`src/rtl/pak_pkg.sv`:
```
// Shared definitions for the pak sample-processing blocks: register map,
// CTRL field layout and the common signed sample type.
package pak_pkg;

  localparam int unsigned PAK_DATA_WIDTH = 16;

  localparam logic [5:0] PAK_DECIM_CTRL      = 6'h00;
  localparam logic [5:0] PAK_DECIM_STATUS    = 6'h01;
  localparam logic [5:0] PAK_DECIM_OUT_COUNT = 6'h02;

  localparam int unsigned CTRL_EN_BIT    = 0;
  localparam int unsigned CTRL_LOG2R_LSB = 4;
  localparam int unsigned CTRL_LOG2R_W   = 4;

  typedef logic signed [PAK_DATA_WIDTH-1:0] pak_sample_t;

endpackage

```
`src/rtl/pak_sync_fifo.sv`:
```
// Single-clock shifting FIFO; entry 0 is the registered head so dout is a flop.
// Simultaneous push and pop are both honoured.
module pak_sync_fifo #(
  parameter int unsigned DATA_WIDTH = 16,
  parameter int unsigned DEPTH      = 4
) (
  input  logic                       clk,
  input  logic                       arst_n,
  input  logic                       push,
  input  logic [DATA_WIDTH-1:0]      din,
  input  logic                       pop,
  output logic [DATA_WIDTH-1:0]      dout,
  output logic                       full,
  output logic                       empty,
  output logic [$clog2(DEPTH):0]     level
);

  localparam int unsigned IDX_W = $clog2(DEPTH);
  localparam int unsigned LVL_W = IDX_W + 1;

  logic [DATA_WIDTH-1:0] data_q [DEPTH];
  logic [DATA_WIDTH-1:0] data_d [DEPTH];
  logic [LVL_W-1:0]      level_q, level_d;
  logic [IDX_W-1:0]      wr_idx_c;
  logic                  do_pop_c, do_push_c;

  assign empty     = (level_q == '0);
  assign full      = (level_q == LVL_W'(DEPTH));
  assign do_pop_c  = pop && !empty;
  assign do_push_c = push && (!full || do_pop_c);

  // On pop everything shifts toward the head, so a same-cycle push lands one slot lower.
  always_comb begin
    data_d   = data_q;
    level_d  = level_q;
    wr_idx_c = IDX_W'(level_q);
    if (do_pop_c) begin
      for (int unsigned i = 0; i + 1 < DEPTH; i++) begin
        data_d[i] = data_q[i+1];
      end
      wr_idx_c = IDX_W'(level_q - LVL_W'(1));
    end
    if (do_push_c) begin
      data_d[wr_idx_c] = din;
    end
    level_d = level_q + LVL_W'(do_push_c) - LVL_W'(do_pop_c);
  end

  always_ff @(posedge clk or negedge arst_n) begin
    if (!arst_n) begin
      level_q <= '0;
      for (int unsigned i = 0; i < DEPTH; i++) begin
        data_q[i] <= '0;
      end
    end else begin
      level_q <= level_d;
      data_q  <= data_d;
    end
  end

  assign dout  = data_q[0];
  assign level = level_q;

endmodule

```
`src/rtl/pak_decim_avg.sv`:
```
// Boxcar average-and-dump decimator: sums 2^k samples, rounds half up,
// scales back to sample width and queues one result per group.
module pak_decim_avg
  import pak_pkg::*;
#(
  parameter int unsigned DATA_WIDTH = 16,
  parameter int unsigned MAX_LOG2R  = 4,
  parameter int unsigned FIFO_DEPTH = 4
) (
  input  logic                  clk,
  input  logic                  arst_n,
  input  logic [5:0]            addr,
  input  logic                  write_en,
  input  logic [15:0]           wdata,
  output logic [15:0]           rdata,
  input  logic [DATA_WIDTH-1:0] src_data_in,
  input  logic                  src_valid_in,
  output logic                  src_ready_out,
  output logic [DATA_WIDTH-1:0] dst_data_out,
  output logic                  dst_valid_out,
  input  logic                  dst_ready_in
);

  localparam int unsigned ACC_W = DATA_WIDTH + MAX_LOG2R;
  localparam int unsigned SUM_W = ACC_W + 1;
  localparam int unsigned PH_W  = MAX_LOG2R;
  localparam int unsigned LVL_W = $clog2(FIFO_DEPTH) + 1;
  localparam int unsigned K_W   = CTRL_LOG2R_W;

  logic                    en_q, en_d;
  logic [K_W-1:0]          log2r_q, log2r_d;
  logic signed [ACC_W-1:0] acc_q, acc_d;
  logic [PH_W-1:0]         phase_q, phase_d;
  logic [15:0]             out_cnt_q, out_cnt_d;

  logic                    ctrl_wr_c, cnt_wr_c, accept_c, push_c, pop_c;
  logic                    fifo_full_c, fifo_empty_c;
  logic [LVL_W-1:0]        fifo_level_c;
  logic [K_W-1:0]          wr_log2r_c;
  logic [PH_W-1:0]         phase_last_c;
  logic signed [DATA_WIDTH-1:0] sample_c;
  logic signed [SUM_W-1:0] rnd_c, sum_c;
  logic [DATA_WIDTH-1:0]   result_c;
  logic                    unused_wdata_c;

  assign ctrl_wr_c      = write_en && (addr == PAK_DECIM_CTRL);
  assign cnt_wr_c       = write_en && (addr == PAK_DECIM_OUT_COUNT);
  assign src_ready_out  = en_q && !fifo_full_c;
  assign dst_valid_out  = !fifo_empty_c;
  assign accept_c       = src_valid_in && src_ready_out;
  assign pop_c          = dst_valid_out && dst_ready_in;
  assign wr_log2r_c     = wdata[CTRL_LOG2R_LSB +: CTRL_LOG2R_W];
  assign unused_wdata_c = ^{wdata[15:8], wdata[3:1]};

  // Group boundary and round-half-up result for the current k.
  assign sample_c     = $signed(src_data_in);
  assign phase_last_c = ~({PH_W{1'b1}} << log2r_q);
  assign rnd_c        = (log2r_q == '0) ? '0
                        : $signed(SUM_W'(1) << (log2r_q - K_W'(1)));
  assign sum_c        = SUM_W'(acc_q) + SUM_W'(sample_c) + rnd_c;
  assign result_c     = DATA_WIDTH'(sum_c >>> log2r_q);

  // Register file next-state.
  always_comb begin
    en_d      = en_q;
    log2r_d   = log2r_q;
    out_cnt_d = out_cnt_q;
    if (ctrl_wr_c) begin
      en_d    = wdata[CTRL_EN_BIT];
      log2r_d = (wr_log2r_c > K_W'(MAX_LOG2R)) ? K_W'(MAX_LOG2R) : wr_log2r_c;
    end
    if (cnt_wr_c) begin
      out_cnt_d = '0;
    end else if (pop_c) begin
      out_cnt_d = out_cnt_q + 16'd1;
    end
  end

  // A CTRL write or disable discards the partial group, including a completing sample.
  always_comb begin
    acc_d   = acc_q;
    phase_d = phase_q;
    push_c  = 1'b0;
    if (ctrl_wr_c || !en_q) begin
      acc_d   = '0;
      phase_d = '0;
    end else if (accept_c) begin
      if (phase_q == phase_last_c) begin
        push_c  = 1'b1;
        acc_d   = '0;
        phase_d = '0;
      end else begin
        acc_d   = acc_q + ACC_W'(sample_c);
        phase_d = phase_q + PH_W'(1);
      end
    end
  end

  always_ff @(posedge clk or negedge arst_n) begin
    if (!arst_n) begin
      en_q      <= 1'b0;
      log2r_q   <= '0;
      acc_q     <= '0;
      phase_q   <= '0;
      out_cnt_q <= '0;
    end else begin
      en_q      <= en_d;
      log2r_q   <= log2r_d;
      acc_q     <= acc_d;
      phase_q   <= phase_d;
      out_cnt_q <= out_cnt_d;
    end
  end

  always_comb begin
    rdata = '0;
    case (addr)
      PAK_DECIM_CTRL: begin
        rdata[CTRL_EN_BIT]                       = en_q;
        rdata[CTRL_LOG2R_LSB +: CTRL_LOG2R_W]    = log2r_q;
      end
      PAK_DECIM_STATUS: begin
        rdata[4:0]  = 5'(fifo_level_c);
        rdata[11:8] = 4'(phase_q);
      end
      PAK_DECIM_OUT_COUNT: rdata = out_cnt_q;
      default: ;
    endcase
  end

  pak_sync_fifo #(
    .DATA_WIDTH (DATA_WIDTH),
    .DEPTH      (FIFO_DEPTH)
  ) u_fifo (
    .clk    (clk),
    .arst_n (arst_n),
    .push   (push_c),
    .din    (result_c),
    .pop    (pop_c),
    .dout   (dst_data_out),
    .full   (fifo_full_c),
    .empty  (fifo_empty_c),
    .level  (fifo_level_c)
  );

endmodule

```
`config.mk`:
```
export PLATFORM = sky130hd
export DESIGN_NAME = pak_decim_avg
export DESIGN_NICKNAME = d
export VERILOG_FILES = /design/src/rtl/pak_pkg.sv /design/src/rtl/pak_sync_fifo.sv /design/src/rtl/pak_decim_avg.sv
export SDC_FILE = /design/constraint.sdc
export NUM_CORES = 1
export LEC_CHECK = 0
export ABC_AREA = 0
export CORE_MARGIN = 5
export CORE_UTILIZATION = 55
export CTS_CLUSTER_DIAMETER = 200
export DETAILED_ROUTE_END_ITERATION = 8
export PLACE_DENSITY = 0.85
export SLEW_MARGIN = 20
export SYNTH_ARGS = -nofsm -noshare
export SYNTH_HDL_FRONTEND = slang
export SYNTH_SLANG_ARGS = --single-unit
```
`constraint.sdc`:
```
create_clock -name clk -period 5.55 [get_ports clk]
set_clock_uncertainty 0.2 [all_clocks]
set_input_delay 1.11 -clock clk [delete_from_list [all_inputs] [get_ports clk]]
set_output_delay 1.11 -clock clk [all_outputs]
set_load 0.05 [all_outputs]
```
==> results.py, run 1 <==
metrics = {
    "cts": {
        "post-cts-setup-buffers": 0,
        "ctsHoldBuffers": 0,
        "insertion_delay_ns": 0.37,
        "cts-resized-gates": 0,
        "htree_num_levels": 3,
        "cts_tree": "built",
        "clock_path_buffers": 2,
        "clk_pin_slew_ns": 0.08,
        "clock-sinks": 112,
        "cts-buffers-inserted": 9,
        "cts-root-buf": "clkbuf_16",
    },
    "synth": {
        "syn_area_um2": 8940,
        "synth-seq-cells": 112,
        "synth-edff-count": 0,
        "ys.warnings.count": 0,
        "syn_inst": 1036,
        "synthDistinctLibCells": 85,
        "async_flop_share_pct": 100,
        "seq_area_frac_synth_pct": 31.4,
        "ys.flop_type": "dfrtp_1",
        "synth.avg_cell_area_um2": 8.63,
        "syn-num-nets": 1144,
    },
    "floorplanning": {
        "core_area_um2": 15900,
        "die_h_um": 137,
        "start_util_pct": 56.3,
        "ios": 77,
        "die_area_um2": 18900,
        "die_x_um": 137,
        "fp-row-count": 46,
    },
    "sta": {
        "rsz0062_at_grt": "false",
        "worstMarginPinSlew_ns": 0.720,
        "min_period_ns": 5.26,
        "fmax_ghz": 0.190,
        "hold_ws_ns": 0.288,
        "slew_headroom_pct": 51.8,
        "slew_violations": 0,
        "layout_setup_ws_ns": 0.287,
        "setup_violations": 0,
        "finalCritPeriodShare_pct": 94.8,
        "hold_violations": 0,
    },
    "detailed_routing": {
        "drt-total-wl_um": 22700,
        "via_count": 7966,
        "drc": 0,
        "drtIter0Drc": 598,
        "firstDrtPassIters": 6,
        "postRouteAntennaNets": 0,
        "wl_per_cell_um": 17.4,
        "viasPerCell": 6.08,
    },
    "grt": {
        "grt_max_degree": 55,
        "grt_pass1_wl_um": 37800,
        "antenna_found_initial": 0,
        "globalRouteTotalUtil_pct": 24.7,
        "grt_overflow": 0,
        "grt_pass1_vias": 7731,
    },
    "place": {
        "io_buffers": 65,
        "hpwlAfterDp_um": 16900,
        "place_congestion": 0.970,
        "place_area_um2": 9910,
        "preCtsSetupSlack_ns": -0.0347,
    },
    "critical_path": {
        "crit_top_cell": "inv_1",
        "reg2reg_from": "log2r_q[2]",
        "crit_type": "in -> reg",
        "critPathArrivalTime_ns": 5.36,
        "path_cells": "clkdlybuf4s50_1, inv_1, fa_1, inv_1, ha_1, inv_1, fa_1, nor2b_1, o31ai_1, a211oi_1, o21ai_1, a211oi_1, o211ai_1, mux2_2, mux4_2, a21oi_1",
        "cp-end-kind": "register",
        "cp_slowest_cell": "a211oi_1",
        "reg2reg_slack_ns": 0.45,
        "crit_fanout": 4,
        "required_ns": 5.65,
        "critPathLaunch": "src_data_in[0]",
        "startpoint_type": "primary input",
        "slowest_delay_ns": 0.53,
        "r2r_cells": 16,
        "cp-endpoint": "u_fifo.dout[7]",
    },
    "power": {
        "power_mw": 2.72,
        "leakagePower_nw": 4.69,
        "ir_drop_uv": 199,
        "power.density_nw_per_um2": 266,
    },
    "cells_and_area": {
        "syn_to_final_growth_pct": 14.7,
        "multi_input_area_um2": 5690,
        "postLayoutCellArea_um2": 10200,
        "drive_gt1_share_pct": 9.77,
        "fin_nets": 1198,
        "regArea_um2": 2800,
        "antenna_cells": 0,
        "nFillCells": 1346,
    },
    "status": {
        "outcome": "finished clean",
    },
    "flow_run": {
        "cap_violations": 0,
    },
    "worst_hold_path": {
        "min-delay-path-class": "reg -> reg",
        "holdPathStages": 2,
    },
}
-- synthesized netlist by cell type (11+ instances only) --
master / number / area share, %
a22o_1: 11 / 1.1
inv_1: 27 / 1.1
mux2i_1: 26 / 2.9
xor2_1: 23 / 2.3
nand2_1: 116 / 4.9
clkbuf_1: 49 / 2.1
dfrtp_1: 112 / 31
and2_1: 38 / 2.7
a21o_1: 17 / 1.4
a211oi_1: 45 / 3.8
nand3_1: 19 / 1.1
o21ai_0: 60 / 3.4
xnor2_1: 24 / 2.4
a21oi_1: 78 / 4.4
and3_1: 27 / 1.9
buf_4: 16 / 1.3
nor3_1: 15 / 0.84
nor2_1: 88 / 3.7
fa_1: 21 / 4.7
ha_1: 44 / 6.2
-- kinds of logic (layout without fill, tap and decap cells) --
family | after synthesis | in the layout | synth area share, %
and+or+nand+nor | 354 | 354 | 19.0
DFF | 112 | 112 | 31.4
xor gates and xnor gates | 47 | 47 | 4.61
adders and majority gates | 65 | 65 | 10.9
AOI/OAI and AO/OA | 315 | 315 | 23.9
buffers and inverters | 104 | 163 | 5.18
muxes | 38 | 38 | 5.05
other | 1 | 1 | 0.0420
-- per-layer routing --
layer	part of all wire, %	wire (um)	GRT usage [%]
met5	0	0	0
met2	49	11200	41.7
met4	1.9	442	8.04
met1	44	9940	33.2
met3	5.3	1200	2.78
-- placed cells by master (no fill, tap or decap), drive strengths merged, types with 6 or more instances in the layout --
cell           instances
ha                    44
a211oi                47
a22o                  11
nand3                 19
clkbuf                 9
buf                   54
a21o                  17
a31oi                 11
clkdlybuf4s50         64
o211ai                 6
or3                    7
o21ai                 66
fa                    21
dfrtp                112
nand2b                 6
o31ai                  7
and2                  38
a21oi                 78
xor2                  23
nor2                  89
mux2i                 26
xnor2                 24
nand2                116
inv                   32
nor2b                  7
mux2                   7
and3                  28
nand4                  7
o21a                   7
nor3                  15
-- metrics by stage --
stage / setup TNS, ns / util, % / instances
floorplan: 0 / - / 1036
global placement: 0 / 62.4 / 1295
detailed placement: -0.0761 / 62.4 / 1295
CTS: 0 / 64.5 / 1311
global route: 0 / 64.5 / 1311
finish: 0 / 64.5 / 1311
-- area by class of cell --
cell class | instances | share of cell area (%)
clock buffers | 9 | 2.20
clock inverters | 7 | 1.05
inverters | 29 | 1.06
multi-input cells | 820 | 55.5
flip-flops and latches | 112 | 27.3
well taps | 216 | 2.64
repair buffers | 118 | 10.2
-- power by group --
part,total (mW),internal (mW),switching (mW)
registers,0.924,0.861,0.0630
logic,1.08,0.426,0.652
clock network,0.722,0.370,0.351
total,2.72,1.66,1.07
-- worst min path at each step --
stage | startpoint | endpoint | slack [ns]
after global placement | register | register | 0.26
final | register | register | 0.29
after global routing | register | register | 0.32
after CTS | register | register | 0.29
after detailed placement | register | register | 0.27
after floorplan | register | register | 0.25
-- critical path, delay by kind of cell --
family	cells	cell delay, ns
AO/OA/AOI/OAI	6	1.48
adder cells (fa/ha/maj)	3	0.99
multiplexers	2	0.85
buffers and inverters	4	0.70
AND/OR/NAND/NOR	1	0.22
Power figures use the tool's default switching activity.
==> run 2, diff against run 1 <==
--- a/config.mk
+++ b/config.mk
@@ -10,6 +10,7 @@
 export CORE_UTILIZATION = 55
 export CTS_CLUSTER_DIAMETER = 200
 export DETAILED_ROUTE_END_ITERATION = 8
+export GPL_ROUTABILITY_DRIVEN = 1
 export PLACE_DENSITY = 0.85
 export SLEW_MARGIN = 20
 export SYNTH_ARGS = -nofsm -noshare
==> results of run 2 <==
The final DEF is identical to that of run 1; final timing and power are the same.
